===== src/rtl/ikaopll_pkg.sv =====
// Shared IKAOPLL definitions: write-sequencer state encoding and default bus timing.
package ikaopll_pkg;

    localparam int WR_PULSE_DEF  = 2;
    localparam int ADDR_WAIT_DEF = 12;
    localparam int DATA_WAIT_DEF = 84;

    typedef enum logic [2:0] {
        ST_IDLE,
        ST_A_SET,
        ST_A_STB,
        ST_A_WAIT,
        ST_D_SET,
        ST_D_STB,
        ST_D_WAIT
    } wr_state_e;

    // The shared down-counter only ever holds (duration - 1), so it needs clog2(longest) bits.
    function automatic int timer_width(input int wr_pulse, input int addr_wait, input int data_wait);
        int longest;
        longest = wr_pulse;
        if (addr_wait > longest) longest = addr_wait;
        if (data_wait > longest) longest = data_wait;
        return (longest < 2) ? 1 : $clog2(longest);
    endfunction

endpackage


===== src/rtl/ikaopll_wrfifo.sv =====
// First-word-fall-through write queue: head entry is visible combinationally from storage.
module ikaopll_wrfifo #(
    parameter int DEPTH = 4,
    parameter int WIDTH = 16
) (
    input  logic                   i_clk,
    input  logic                   i_rst,
    input  logic                   i_push,
    input  logic [WIDTH-1:0]       i_wdata,
    input  logic                   i_pop,
    output logic [WIDTH-1:0]       o_rdata,
    output logic [$clog2(DEPTH):0] o_cnt,
    output logic                   o_ready
);

    localparam int PTR_W = $clog2(DEPTH);
    localparam int CNT_W = PTR_W + 1;

    logic [WIDTH-1:0] mem_q [DEPTH];
    logic [PTR_W-1:0] wr_ptr_q, wr_ptr_d;
    logic [PTR_W-1:0] rd_ptr_q, rd_ptr_d;
    logic [CNT_W-1:0] cnt_q, cnt_d;
    logic             ready_q, ready_d;
    logic             push_ok;
    logic             pop_ok;

    // Ready is a flop so it stays low through reset and rises one edge after release.
    always_comb begin
        push_ok  = i_push && ready_q;
        pop_ok   = i_pop && (cnt_q != '0);
        wr_ptr_d = wr_ptr_q + PTR_W'(push_ok);
        rd_ptr_d = rd_ptr_q + PTR_W'(pop_ok);
        cnt_d    = cnt_q + CNT_W'(push_ok) - CNT_W'(pop_ok);
        ready_d  = (cnt_d < CNT_W'(DEPTH));
    end

    always_ff @(posedge i_clk or posedge i_rst) begin
        if (i_rst) begin
            wr_ptr_q <= '0;
            rd_ptr_q <= '0;
            cnt_q    <= '0;
            ready_q  <= 1'b0;
        end else begin
            wr_ptr_q <= wr_ptr_d;
            rd_ptr_q <= rd_ptr_d;
            cnt_q    <= cnt_d;
            ready_q  <= ready_d;
        end
    end

    // NOTE: storage has no reset; the pointers and count alone define which entries are valid.
    always_ff @(posedge i_clk) begin
        if (push_ok) mem_q[wr_ptr_q] <= i_wdata;
    end

    assign o_rdata = mem_q[rd_ptr_q];
    assign o_cnt   = cnt_q;
    assign o_ready = ready_q;

endmodule


===== src/rtl/ikaopll_write_sequencer.sv =====
// Queues host register writes and replays them to the OPLL core as paced address/data strobes.
module ikaopll_write_sequencer
    import ikaopll_pkg::*;
#(
    parameter int FIFO_DEPTH = 4,
    parameter int WR_PULSE   = WR_PULSE_DEF,
    parameter int ADDR_WAIT  = ADDR_WAIT_DEF,
    parameter int DATA_WAIT  = DATA_WAIT_DEF
) (
    input  logic                        i_EMUCLK,
    input  logic                        i_RST,
    input  logic                        i_phiM_PCEN_n,
    input  logic                        i_REQ_VALID,
    output logic                        o_REQ_READY,
    input  logic [7:0]                  i_REQ_ADDR,
    input  logic [7:0]                  i_REQ_DATA,
    output logic                        o_CS_n,
    output logic                        o_WR_n,
    output logic                        o_A0,
    output logic [7:0]                  o_D,
    output logic                        o_BUSY,
    output logic [$clog2(FIFO_DEPTH):0] o_FIFO_CNT
);

    localparam int CNT_W = $clog2(FIFO_DEPTH) + 1;
    localparam int TMR_W = timer_width(WR_PULSE, ADDR_WAIT, DATA_WAIT);
    localparam logic [TMR_W-1:0] WP_LOAD = TMR_W'(WR_PULSE - 1);
    localparam logic [TMR_W-1:0] AW_LOAD = TMR_W'(ADDR_WAIT - 1);
    localparam logic [TMR_W-1:0] DW_LOAD = TMR_W'(DATA_WAIT - 1);

    wr_state_e        state_q, state_d;
    logic [TMR_W-1:0] timer_q, timer_d;
    logic [7:0]       hold_q, hold_d;
    logic             cs_n_q, cs_n_d;
    logic             wr_n_q, wr_n_d;
    logic             a0_q, a0_d;
    logic [7:0]       d_q, d_d;
    logic             busy_q, busy_d;

    logic             phi_en;
    logic             pop;
    logic             push_fire;
    logic             fifo_ready;
    logic             fifo_nonempty;
    logic [15:0]      fifo_head;
    logic [CNT_W-1:0] fifo_cnt;
    logic [CNT_W-1:0] fifo_cnt_nxt;

    ikaopll_wrfifo #(
        .DEPTH (FIFO_DEPTH),
        .WIDTH (16)
    ) u_fifo (
        .i_clk   (i_EMUCLK),
        .i_rst   (i_RST),
        .i_push  (i_REQ_VALID),
        .i_wdata ({i_REQ_ADDR, i_REQ_DATA}),
        .i_pop   (pop),
        .o_rdata (fifo_head),
        .o_cnt   (fifo_cnt),
        .o_ready (fifo_ready)
    );

    assign phi_en        = !i_phiM_PCEN_n;
    assign push_fire     = i_REQ_VALID && fifo_ready;
    assign fifo_nonempty = (fifo_cnt != '0);
    assign fifo_cnt_nxt  = fifo_cnt + CNT_W'(push_fire) - CNT_W'(pop);

    // NOTE: every variable gets its hold value first so no path through the case infers a latch.
    always_comb begin
        state_d = state_q;
        timer_d = timer_q;
        hold_d  = hold_q;
        cs_n_d  = cs_n_q;
        wr_n_d  = wr_n_q;
        a0_d    = a0_q;
        d_d     = d_q;
        pop     = 1'b0;

        if (phi_en) begin
            unique case (state_q)
                ST_IDLE: begin
                    pop = fifo_nonempty;
                end
                ST_A_SET, ST_D_SET: begin
                    state_d = (state_q == ST_A_SET) ? ST_A_STB : ST_D_STB;
                    timer_d = WP_LOAD;
                    cs_n_d  = 1'b0;
                    wr_n_d  = 1'b0;
                end
                ST_A_STB, ST_D_STB: begin
                    if (timer_q == '0) begin
                        state_d = (state_q == ST_A_STB) ? ST_A_WAIT : ST_D_WAIT;
                        timer_d = (state_q == ST_A_STB) ? AW_LOAD : DW_LOAD;
                        cs_n_d  = 1'b1;
                        wr_n_d  = 1'b1;
                    end else begin
                        timer_d = timer_q - TMR_W'(1);
                    end
                end
                ST_A_WAIT: begin
                    if (timer_q == '0) begin
                        state_d = ST_D_SET;
                        a0_d    = 1'b1;
                        d_d     = hold_q;
                    end else begin
                        timer_d = timer_q - TMR_W'(1);
                    end
                end
                ST_D_WAIT: begin
                    if (timer_q == '0) begin
                        state_d = ST_IDLE;
                        pop     = fifo_nonempty;
                    end else begin
                        timer_d = timer_q - TMR_W'(1);
                    end
                end
                default: state_d = ST_IDLE;
            endcase

            // Chaining straight out of D_WAIT avoids a dead idle enable between writes.
            if (pop) begin
                state_d = ST_A_SET;
                a0_d    = 1'b0;
                d_d     = fifo_head[15:8];
                hold_d  = fifo_head[7:0];
            end
        end

        busy_d = (state_d != ST_IDLE) || (fifo_cnt_nxt != '0);
    end

    // NOTE: state registers use non-blocking assignments so every flop samples pre-edge values.
    always_ff @(posedge i_EMUCLK or posedge i_RST) begin
        if (i_RST) begin
            state_q <= ST_IDLE;
            timer_q <= '0;
            hold_q  <= '0;
            cs_n_q  <= 1'b1;
            wr_n_q  <= 1'b1;
            a0_q    <= 1'b0;
            d_q     <= '0;
            busy_q  <= 1'b0;
        end else begin
            state_q <= state_d;
            timer_q <= timer_d;
            hold_q  <= hold_d;
            cs_n_q  <= cs_n_d;
            wr_n_q  <= wr_n_d;
            a0_q    <= a0_d;
            d_q     <= d_d;
            busy_q  <= busy_d;
        end
    end

    assign o_REQ_READY = fifo_ready;
    assign o_FIFO_CNT  = fifo_cnt;
    assign o_CS_n      = cs_n_q;
    assign o_WR_n      = wr_n_q;
    assign o_A0        = a0_q;
    assign o_D         = d_q;
    assign o_BUSY      = busy_q;

endmodule

===== config.mk =====
export PLATFORM = sky130hd
export DESIGN_NAME = ikaopll_write_sequencer
export DESIGN_NICKNAME = d
export VERILOG_FILES = /design/src/rtl/ikaopll_pkg.sv /design/src/rtl/ikaopll_wrfifo.sv /design/src/rtl/ikaopll_write_sequencer.sv
export SDC_FILE = /design/constraint.sdc
export NUM_CORES = 1
export LEC_CHECK = 0
export CAP_MARGIN = 20
export CORE_ASPECT_RATIO = 1.25
export CORE_MARGIN = 3
export CORE_UTILIZATION = 62
export CTS_CLUSTER_SIZE = 25
export DETAILED_ROUTE_END_ITERATION = 7
export PLACE_DENSITY = 0.89
export SYNTH_ARGS = -nofsm -noshare
export SYNTH_HDL_FRONTEND = slang
export SYNTH_HIERARCHICAL = 1
export SYNTH_SLANG_ARGS = --single-unit

===== constraint.sdc =====
create_clock -name i_EMUCLK -period 6.3 [get_ports i_EMUCLK]
set_clock_uncertainty 0.05 [all_clocks]
set_input_delay 0.945 -clock i_EMUCLK [delete_from_list [all_inputs] [get_ports i_EMUCLK]]
set_output_delay 0.945 -clock i_EMUCLK [all_outputs]
set_load 0.02 [all_outputs]

==> results.cfg <==
[cells_and_area]
fin_nets = 352
drive_gt1_frac = 0.203
syn_to_final_growth_pct = 14.0
final_cells = 420
antenna_cells = 0
layout.area.seq_sq_mm = 0.00285
fillers = 431
multi_input_area_sq_mm = 0.00149

[route]
drc = 0
ant_nets = 0
wl_per_cell_microns = 19.4
wl_mm = 8.13
detail_route.iter0.violations = 181
drtPass1Iterations = 4
vias = 2579
vias_per_cell = 6.14

[timing]
final_max_slew_viol_count = 0
fmax_mhz = 277
hold_violations = 0
finalCritPeriodShare = 0.573
setup_viol = 0
relSlewSlack = 0.448
tightestPinTransition_ns = 0.828
hold_ws_ns = 0.461
fin_crit_ns = 3.61
rsz0062_at_grt = no
tns_ns = 0

[logic_synthesis]
netlist_area_sq_mm = 0.00449
synth.distinct_cells = 62
synth_cells = 286
synth_area_per_cell_sq_um = 15.7
yosys_register_bits = 101
synth_ff_type = edfxtp_1
synth.net_count = 313
synth_edf_count = 64
seq_area_frac_synth = 0.635
yosysWarningCount = 6
async_flop_share = 0.366

[placed_design]
gp_congestion = 0.932
numPortBuffers = 35
dp_cells = 404
place_hpwl_mm = 5.73

[cts]
clkLatencyLatePin_ns = 0.36
htreeDepth = 3
cts_sinks = 101
root_buffer = clkbuf_8
cts_tree = built
cts_resized = 0
cts-buffers-inserted = 9
clk_pin_slew_ns = 0.10
post_cts_buffers = 0
hold_buffers = 0
clk_path_buf_depth = 2

[global_routing]
overflow = 0
grt_max_degree = 22
grt_usage = 0.216
antenna_found_initial = 0
grt_pass1_vias = 2661
grt_pass1_wl_mm = 13.2

[setup_path]
r2r_slack_ns = 2.69
endpoint_kind = flip-flop
reg2regPathDepth = 14
cp_max_fo = 12
reg2reg_to = o_BUSY$_DFF_PP0_
path_class = flip-flop to flip-flop
crit_arrival_ns = 3.80
r2r_start = timer_q[0]$_DFFE_PP0P_
worstPathRequired_ns = 6.50
worstSetupStartpointType = flip-flop

[min_path]
hold_end = hold_q[5]$_DFFE_PP0P_
worstHoldStart = hold_q[5]$_DFFE_PP0P_
whs_path_depth = 1
hp-class = flip-flop to flip-flop

[floorplan]
row_count = 34
die_h_microns = 101
die_w_microns = 82.1
start_util = 0.643
io_pins = 36
core_area_sq_mm = 0.00698
die_area_sq_mm = 0.00830

[job]
maxCapViolCount = 0

[pwr]
finalPower_mw = 2.18
irDropWorstVdd_uv = 241
power.density_mw_per_mm2 = 427
leakagePower_nw = 1.90

[run_status]
run_status = finished clean
==> where the power goes <==
group | internal (mW) | switching, mW
Sequential | 0.871 | 0.147
Clock | 0.155 | 0.238
Combinational | 0.382 | 0.390
Total | 1.41 | 0.774
==> worst max path at each step <==
| stage | from | end | slack [ns] |
|---|---|---|---|
| after global routing | timer_q[0]$_DFFE_PP0P_ | o_BUSY$_DFF_PP0_ | 2.49 |
| after detailed placement | i_phiM_PCEN_n | o_BUSY$_DFF_PP0_ | 2.58 |
| after global placement | i_phiM_PCEN_n | o_BUSY$_DFF_PP0_ | 2.71 |
| final | timer_q[0]$_DFFE_PP0P_ | o_BUSY$_DFF_PP0_ | 2.69 |
| after CTS | timer_q[0]$_DFFE_PP0P_ | o_BUSY$_DFF_PP0_ | 2.69 |
| after floorplan | i_phiM_PCEN_n | o_BUSY$_DFF_PP0_ | 3.09 |
==> Yosys cell counts, drive strengths merged (3+ instances only) <==
cell	n	area, sq um
a211oi	3	22.5
a21oi	10	53.8
buf	7	67.6
clkbuf	4	25.0
dfrtp	36	901
edfxtp	64	1920
ha	5	62.6
inv	15	56.3
mux2	24	270
mux4	16	390
nand2	12	45.0
nand3	4	20.0
nand4	3	18.8
nor2	15	66.3
nor3	6	41.3
o211ai	3	22.5
o21ai	9	48.8
xnor2	9	78.8
==> layout by cell type, fill, tap and decap left out, drive strengths merged, types with 5 or more instances in the layout <==
cell type and n:
edfxtp 64, dfrtp 36, clkdlybuf4s50 35, mux2 24
inv 19, mux4 16, nor2 15, nand2 12
a21oi 10, xnor2 9, clkbuf 9, o21ai 9
nor3 6, ha 5, buf 5
==> routing by layer <==
layer / share of wire / global-route usage / wire [microns]
met1: 0.40 / 0.270 / 3230
met2: 0.54 / 0.373 / 4400
met3: 0.042 / 0.0465 / 338
met4: 0.020 / 0.0716 / 160
met5: 0 / 0 / 0
==> state kept, by name, summed over array words and instances (netlist names), 2 cells and up <==
name,count
hold_q,8
o_D,8
state_q,3
timer_q,7
u_fifo/mem_q,64
u_fifo/o_cnt,3
u_fifo/rd_ptr_q,2
u_fifo/wr_ptr_q,2
==> logic make-up (layout without fill, tap and decap cells) <==
| logic type | count (synthesis) | after routing | synth area share |
|---|---|---|---|
| AOI/OAI and AO/OA | 39 | 39 | 0.0586 |
| xor gates and xnor gates | 11 | 11 | 0.0215 |
| adders and majority gates | 8 | 8 | 0.0251 |
| buffers and inverters | 28 | 72 | 0.0365 |
| DFF | 101 | 101 | 0.635 |
| muxes | 40 | 40 | 0.147 |
| and+or+nand+nor | 59 | 59 | 0.0759 |
==> layout make-up <==
type / count / area share
Sequential cell: 101 / 0.557
Multi-Input combinational cell: 157 / 0.291
Timing Repair Buffer: 40 / 0.0798
Clock buffer: 9 / 0.0242
Tap cell: 90 / 0.0220
Clock inverter: 7 / 0.0140
Inverter: 16 / 0.0117
==> critical path: stages (launching register included) <==
cell,delay [ns]
dfrtp_1,0.40
inv_1,0.14
ha_1,0.22
or4b_4,0.53
nor2_1,0.19
o21ai_2,0.20
nor2_4,0.34
ha_1,0.21
inv_1,0.04
ha_1,0.19
fa_1,0.39
xnor2_1,0.15
xnor2_1,0.13
nor4_1,0.18
nand4b_1,0.12
==> metrics by stage <==
stage                util  cell area (sq um)  worst slack [ns]
floorplan               -               4490              3.09
global placement    0.701               4890              2.71
detailed placement  0.705               4920              2.58
CTS                 0.733               5110              2.69
global route        0.733               5110              2.49
finish              0.733               5110              2.69
No activity file was read; power rests on OpenSTA's default activity.
